$ cat src/rtl/hilo_result_unit.sv
// HI/LO result holder: captures the high/low words of one selected multi-cycle
// arithmetic unit, supports direct MTHI/MTLO writes, and aborts a stalled wait by watchdog.
module hilo_result_unit #(
    parameter int unsigned WIDTH   = 32,
    parameter int unsigned NSRC    = 2,
    parameter int unsigned SEL_W   = 1,
    parameter int unsigned TIMEOUT = 64
) (
    input  logic                  clk,
    input  logic                  reset,
    input  logic                  start,
    input  logic [SEL_W-1:0]      op_sel,
    input  logic [NSRC-1:0]       src_valid,
    input  logic [NSRC*WIDTH-1:0] src_hi,
    input  logic [NSRC*WIDTH-1:0] src_lo,
    input  logic                  wr_hi,
    input  logic                  wr_lo,
    input  logic [WIDTH-1:0]      wr_data,
    output logic [WIDTH-1:0]      hi_out,
    output logic [WIDTH-1:0]      lo_out,
    output logic                  busy,
    output logic                  done,
    output logic                  timeout_err
);

    localparam int unsigned CNT_W = $clog2(TIMEOUT + 1);
    localparam logic [CNT_W-1:0] CNT_LAST = CNT_W'(TIMEOUT - 1);

    typedef enum logic [1:0] {
        S_IDLE,
        S_WAIT,
        S_DONE
    } state_t;

    state_t             state, next_state;
    logic [SEL_W-1:0]   sel_q, next_sel;
    logic [CNT_W-1:0]   cnt, next_cnt;
    logic [WIDTH-1:0]   next_hi, next_lo;
    logic               abort;
    logic               sel_valid;
    logic [WIDTH-1:0]   sel_hi, sel_lo;

    always_comb begin
        sel_valid = 1'b0;
        sel_hi    = '0;
        sel_lo    = '0;
        for (int unsigned i = 0; i < NSRC; i++) begin
            if (32'(sel_q) == i) begin
                sel_valid = src_valid[i];
                sel_hi    = src_hi[i*WIDTH +: WIDTH];
                sel_lo    = src_lo[i*WIDTH +: WIDTH];
            end
        end
    end

    always_comb begin
        next_state = state;
        next_sel   = sel_q;
        next_cnt   = cnt;
        next_hi    = hi_out;
        next_lo    = lo_out;
        abort      = 1'b0;
        unique case (state)
            S_IDLE: begin
                if (wr_hi) next_hi = wr_data;
                if (wr_lo) next_lo = wr_data;
                if (start && (32'(op_sel) < NSRC)) begin
                    next_sel   = op_sel;
                    next_cnt   = '0;
                    next_state = S_WAIT;
                end
            end
            S_WAIT: begin
                // A valid arriving on the final watchdog cycle still commits.
                if (sel_valid) begin
                    next_hi    = sel_hi;
                    next_lo    = sel_lo;
                    next_state = S_DONE;
                end else if (cnt >= CNT_LAST) begin
                    abort      = 1'b1;
                    next_state = S_IDLE;
                end else begin
                    next_cnt = cnt + 1'b1;
                end
            end
            S_DONE: begin
                next_state = S_IDLE;
            end
            default: begin
                next_state = S_IDLE;
            end
        endcase
    end

    always_ff @(posedge clk) begin
        if (reset) begin
            state       <= S_IDLE;
            sel_q       <= '0;
            cnt         <= '0;
            hi_out      <= '0;
            lo_out      <= '0;
            busy        <= 1'b0;
            done        <= 1'b0;
            timeout_err <= 1'b0;
        end else begin
            state       <= next_state;
            sel_q       <= next_sel;
            cnt         <= next_cnt;
            hi_out      <= next_hi;
            lo_out      <= next_lo;
            busy        <= (next_state == S_WAIT);
            done        <= (next_state == S_DONE);
            timeout_err <= abort;
        end
    end

endmodule
$ cat config.mk
export PLATFORM = sky130hd
export DESIGN_NAME = hilo_result_unit
export DESIGN_NICKNAME = d
export VERILOG_FILES = /design/src/rtl/hilo_result_unit.sv
export SDC_FILE = /design/constraint.sdc
export NUM_CORES = 1
export LEC_CHECK = 0
export BUFFER_PORTS_ARGS = -buffer_cell sky130_fd_sc_hd__buf_2
export CORE_MARGIN = 2
export CORE_UTILIZATION = 45
export CTS_BUF_LIST = sky130_fd_sc_hd__clkbuf_8
export CTS_CLUSTER_DIAMETER = 60
export CTS_CLUSTER_SIZE = 24
export DETAILED_ROUTE_END_ITERATION = 12
export PLACE_DENSITY = 0.82
export SYNTH_ARGS = -nofsm -noshare
export SYNTH_HDL_FRONTEND = slang
export SYNTH_SLANG_ARGS = --single-unit
$ cat constraint.sdc
create_clock -name clk -period 2.02 [get_ports clk]
set_input_delay 0.202 -clock clk [delete_from_list [all_inputs] [get_ports clk]]
set_output_delay 0.202 -clock clk [all_outputs]
set_load 0.03 [all_outputs]
==> impl_metrics.py <==
metrics = {
    "sta": {
        "max_freq_ghz": 0.5608,
        "worst_pin_slew_ns": 0.4735,
        "tns_ns": 0,
        "whs_ns": 0.1028,
        "final_hold_viol_count": 0,
        "rsz0062_at_grt": "false",
        "clock_skew_ns": 0.01238,
        "slew_headroom_pct": 68.43,
        "worst_slack_ns": 0.2367,
        "layout_min_cycle_time_ns": 1.783,
        "min_period_over_period_pct": 88.28,
        "slew_viol_final": 0,
        "setup_viol": 0,
    },
    "worst_setup_path": {
        "critPathKind": "flop to flop",
        "critPathLaunch": "sel_q$_SDFFE_PP0P_",
        "startpoint_type": "flop",
        "crit_fanout": 20,
        "cp_cell_sequence": "mux2i_4 > a211o_1 > buf_4 > nand2_1 > a21oi_1",
        "timing.rr.start": "sel_q$_SDFFE_PP0P_",
        "end_kind": "flop",
        "slowest_stage": "a211o_1",
        "crit_arrival_ns": 2.05,
        "cpPeakStageDelay_ns": 0.43,
        "crit_required_ns": 2.28,
    },
    "die": {
        "start_util_pct": 46.12,
        "num_io_pins": 235,
        "die_w_um": 98.08,
        "die_y_um": 98.08,
        "row_count": 34,
        "coreArea_um2": 8636,
        "dieArea_um2": 9619,
    },
    "final_layout": {
        "final_layout_size_suffix_gt1_share_pct": 37.76,
        "fillers": 767,
        "final_nets": 879,
        "regArea_um2": 1545,
        "fin_cells": 823,
        "area_growth_pct": 37.79,
        "antennaDiodeCount": 0,
        "multiInputGateArea_um2": 2272,
    },
    "logic_synthesis": {
        "synth-seq-cells": 77,
        "synth_top_area_share_pct": 38.71,
        "synth_cells": 496,
        "synth.yosys.seq_area_share_pct": 38.71,
        "syn-cell-area_um2": 3983,
        "yosys.area.top_type": "dfxtp_1",
        "synth_cell_types": 31,
        "syn_nets": 665,
        "synth_area_leaders": "dfxtp_1 39%, mux2i_1 16%, nand2_1 13%",
        "syn_area_per_cell_um2": 8.029,
        "yosys_warnings": 0,
    },
    "clocking": {
        "cts_setup_buffers": 0,
        "cts-buffers-inserted": 9,
        "path_clk_slew_ns": 0.09,
        "clock_latency_ns": 0.34,
        "cts_buffer_depth": 2,
        "cts_hold_buf": 0,
        "cts.sink_count": 77,
        "root_buffer": "clkbuf_8",
        "cts_tree": "done",
        "cts_resized": 0,
        "cts.htree.levels": 3,
    },
    "drt": {
        "first_pass_iters": 4,
        "via_count": 4447,
        "drt-wirelength-per-cell_um": 14.97,
        "ant_nets": 0,
        "via_per_inst": 5.403,
        "drt_iter0_drc": 165,
        "drt-total-wl_um": 12320,
        "drc_errors": 0,
    },
    "placement": {
        "portBuffers": 234,
        "place_congestion": 0.8487,
        "dp_hpwl_um": 9201,
        "dp_slack_ns": 0.2593,
        "dp.cells": 807,
    },
    "run": {
        "maxCapViolations": 0,
    },
    "global_routing": {
        "grt_pass1_wl_um": 19820,
        "overflow": 0,
        "grt.total_usage_pct": 24.88,
        "grt_max_degree": 73,
        "grt_pass1_vias": 4323,
        "antenna_found_initial": 0,
    },
    "power_and_ir_drop": {
        "leakage_nw": 2.366,
        "ir_drop_uv": 355.2,
        "power_density_nw_per_um2": 765.1,
    },
    "min_path": {
        "hp-class": "input port to flop",
        "hold_path.startpoint": "op_sel",
    },
    "outcome": {
        "status": "complete, no violations",
    },
}
-- worst paths after layout --
check                           depth (start not counted)  slack [ns]                 endpoint
worst max-delay path                                    5        0.24  hi_out[10]$_SDFFE_PP0P_
worst min-delay path                                    3        0.10       sel_q$_SDFFE_PP0P_
worst max register to register                          5        0.24  hi_out[10]$_SDFFE_PP0P_
worst min register to register                          2        0.45  lo_out[26]$_SDFFE_PP0P_
-- cells in the mapped netlist --
master and instances:
mux2i_4 1, nand4b_1 1, a211oi_2 2, nand2b_1 1, or4_1 1, buf_1 5, nand2_1 133, a41oi_1 1
buf_2 12, clkbuf_1 29, nand3_1 8, o21ai_0 2, o211ai_1 64, nor3_1 5, nor2b_1 1, inv_1 1
dfxtp_1 77, a21o_1 1, o2111ai_1 1, a211o_1 2, nor2_1 5, nand4_1 1, and2_1 1, ha_1 1
mux2i_1 64, o21a_1 1, o31ai_1 1, a31oi_1 1, a21oi_1 71, o31a_1 1, and3_1 1
-- per-stage QoR --
step / instance area [um2] / utilization (%) / total power [W]
CTS: 5488 / 63.55 / 0.004211
global route: 5488 / 63.55 / 0.004400
finish: 5488 / 63.55 / 0.004199
global placement: 5278 / 61.11 / 0.002976
detailed placement: 5278 / 61.11 / 0.003010
floorplan: 3983 / - / 0.002541
-- logic make-up (layout without fill, tap and decap cells) --
family                     after synthesis  in the layout  share of synthesized area (%)
and+or+nand+nor                        158            158                          15.83
AOI/OAI and AO/OA                      148            148                          23.69
DFF                                     77             77                          38.71
muxes                                   65             65                          16.65
buffers and inverters                   47            266                          4.807
adders and majority gates                1              1                         0.3141
-- flip-flops by register name, indices dropped and copies added (netlist names) --
signal and flops:
hi_out 32, state 2, lo_out 32, done 1, cnt 7, timeout_err 1
sel_q 1, busy 1
-- power by group --
group          internal, W  switching, W  total [W]  leakage (nW)
clock network     0.000639      0.000586    0.00123         0.102
registers          0.00165     0.0000733    0.00173         0.635
logic             0.000469      0.000778    0.00125          1.63
total              0.00276       0.00144    0.00420          2.37
-- critical path: cells and delay by family (launching register included) --
family	cells	cell delay, ns
simple gates	1	0.10
flops	1	0.38
buf+inv	1	0.32
mux	1	0.32
compound gates	2	0.58
-- per-layer routing --
metal	GRT usage, %	vias up	wire length (um)
met5	0	-	0
met4	9.081	0	192
met3	5.440	22	835
met2	45.15	196	6448
met1	28.58	2026	4844
li1	-	2203	-
-- area by class of cell --
cell class	instances	share of cell area, %
flip-flops and latches	77	28.16
clock buffers	11	2.759
inverters	1	0.06840
clock inverters	5	1.072
multi-input cells	372	41.40
well taps	108	2.462
repair buffers	249	24.08
-- cells in the final DEF (no fill, tap or decap), types with 2 or more instances in the layout --
cell type     n
a211o_1       2
dfxtp_1      76
o211ai_1     64
buf_2       234
clkinvlp_4    2
a21oi_1      71
buf_4        12
buf_12        3
mux2i_1      64
nor2_1        5
clkbuf_8     11
nor3_1        5
o21ai_0       2
a211oi_4      2
nand3_1       8
nand2_1     133
(Power assumes the default switching activity.)
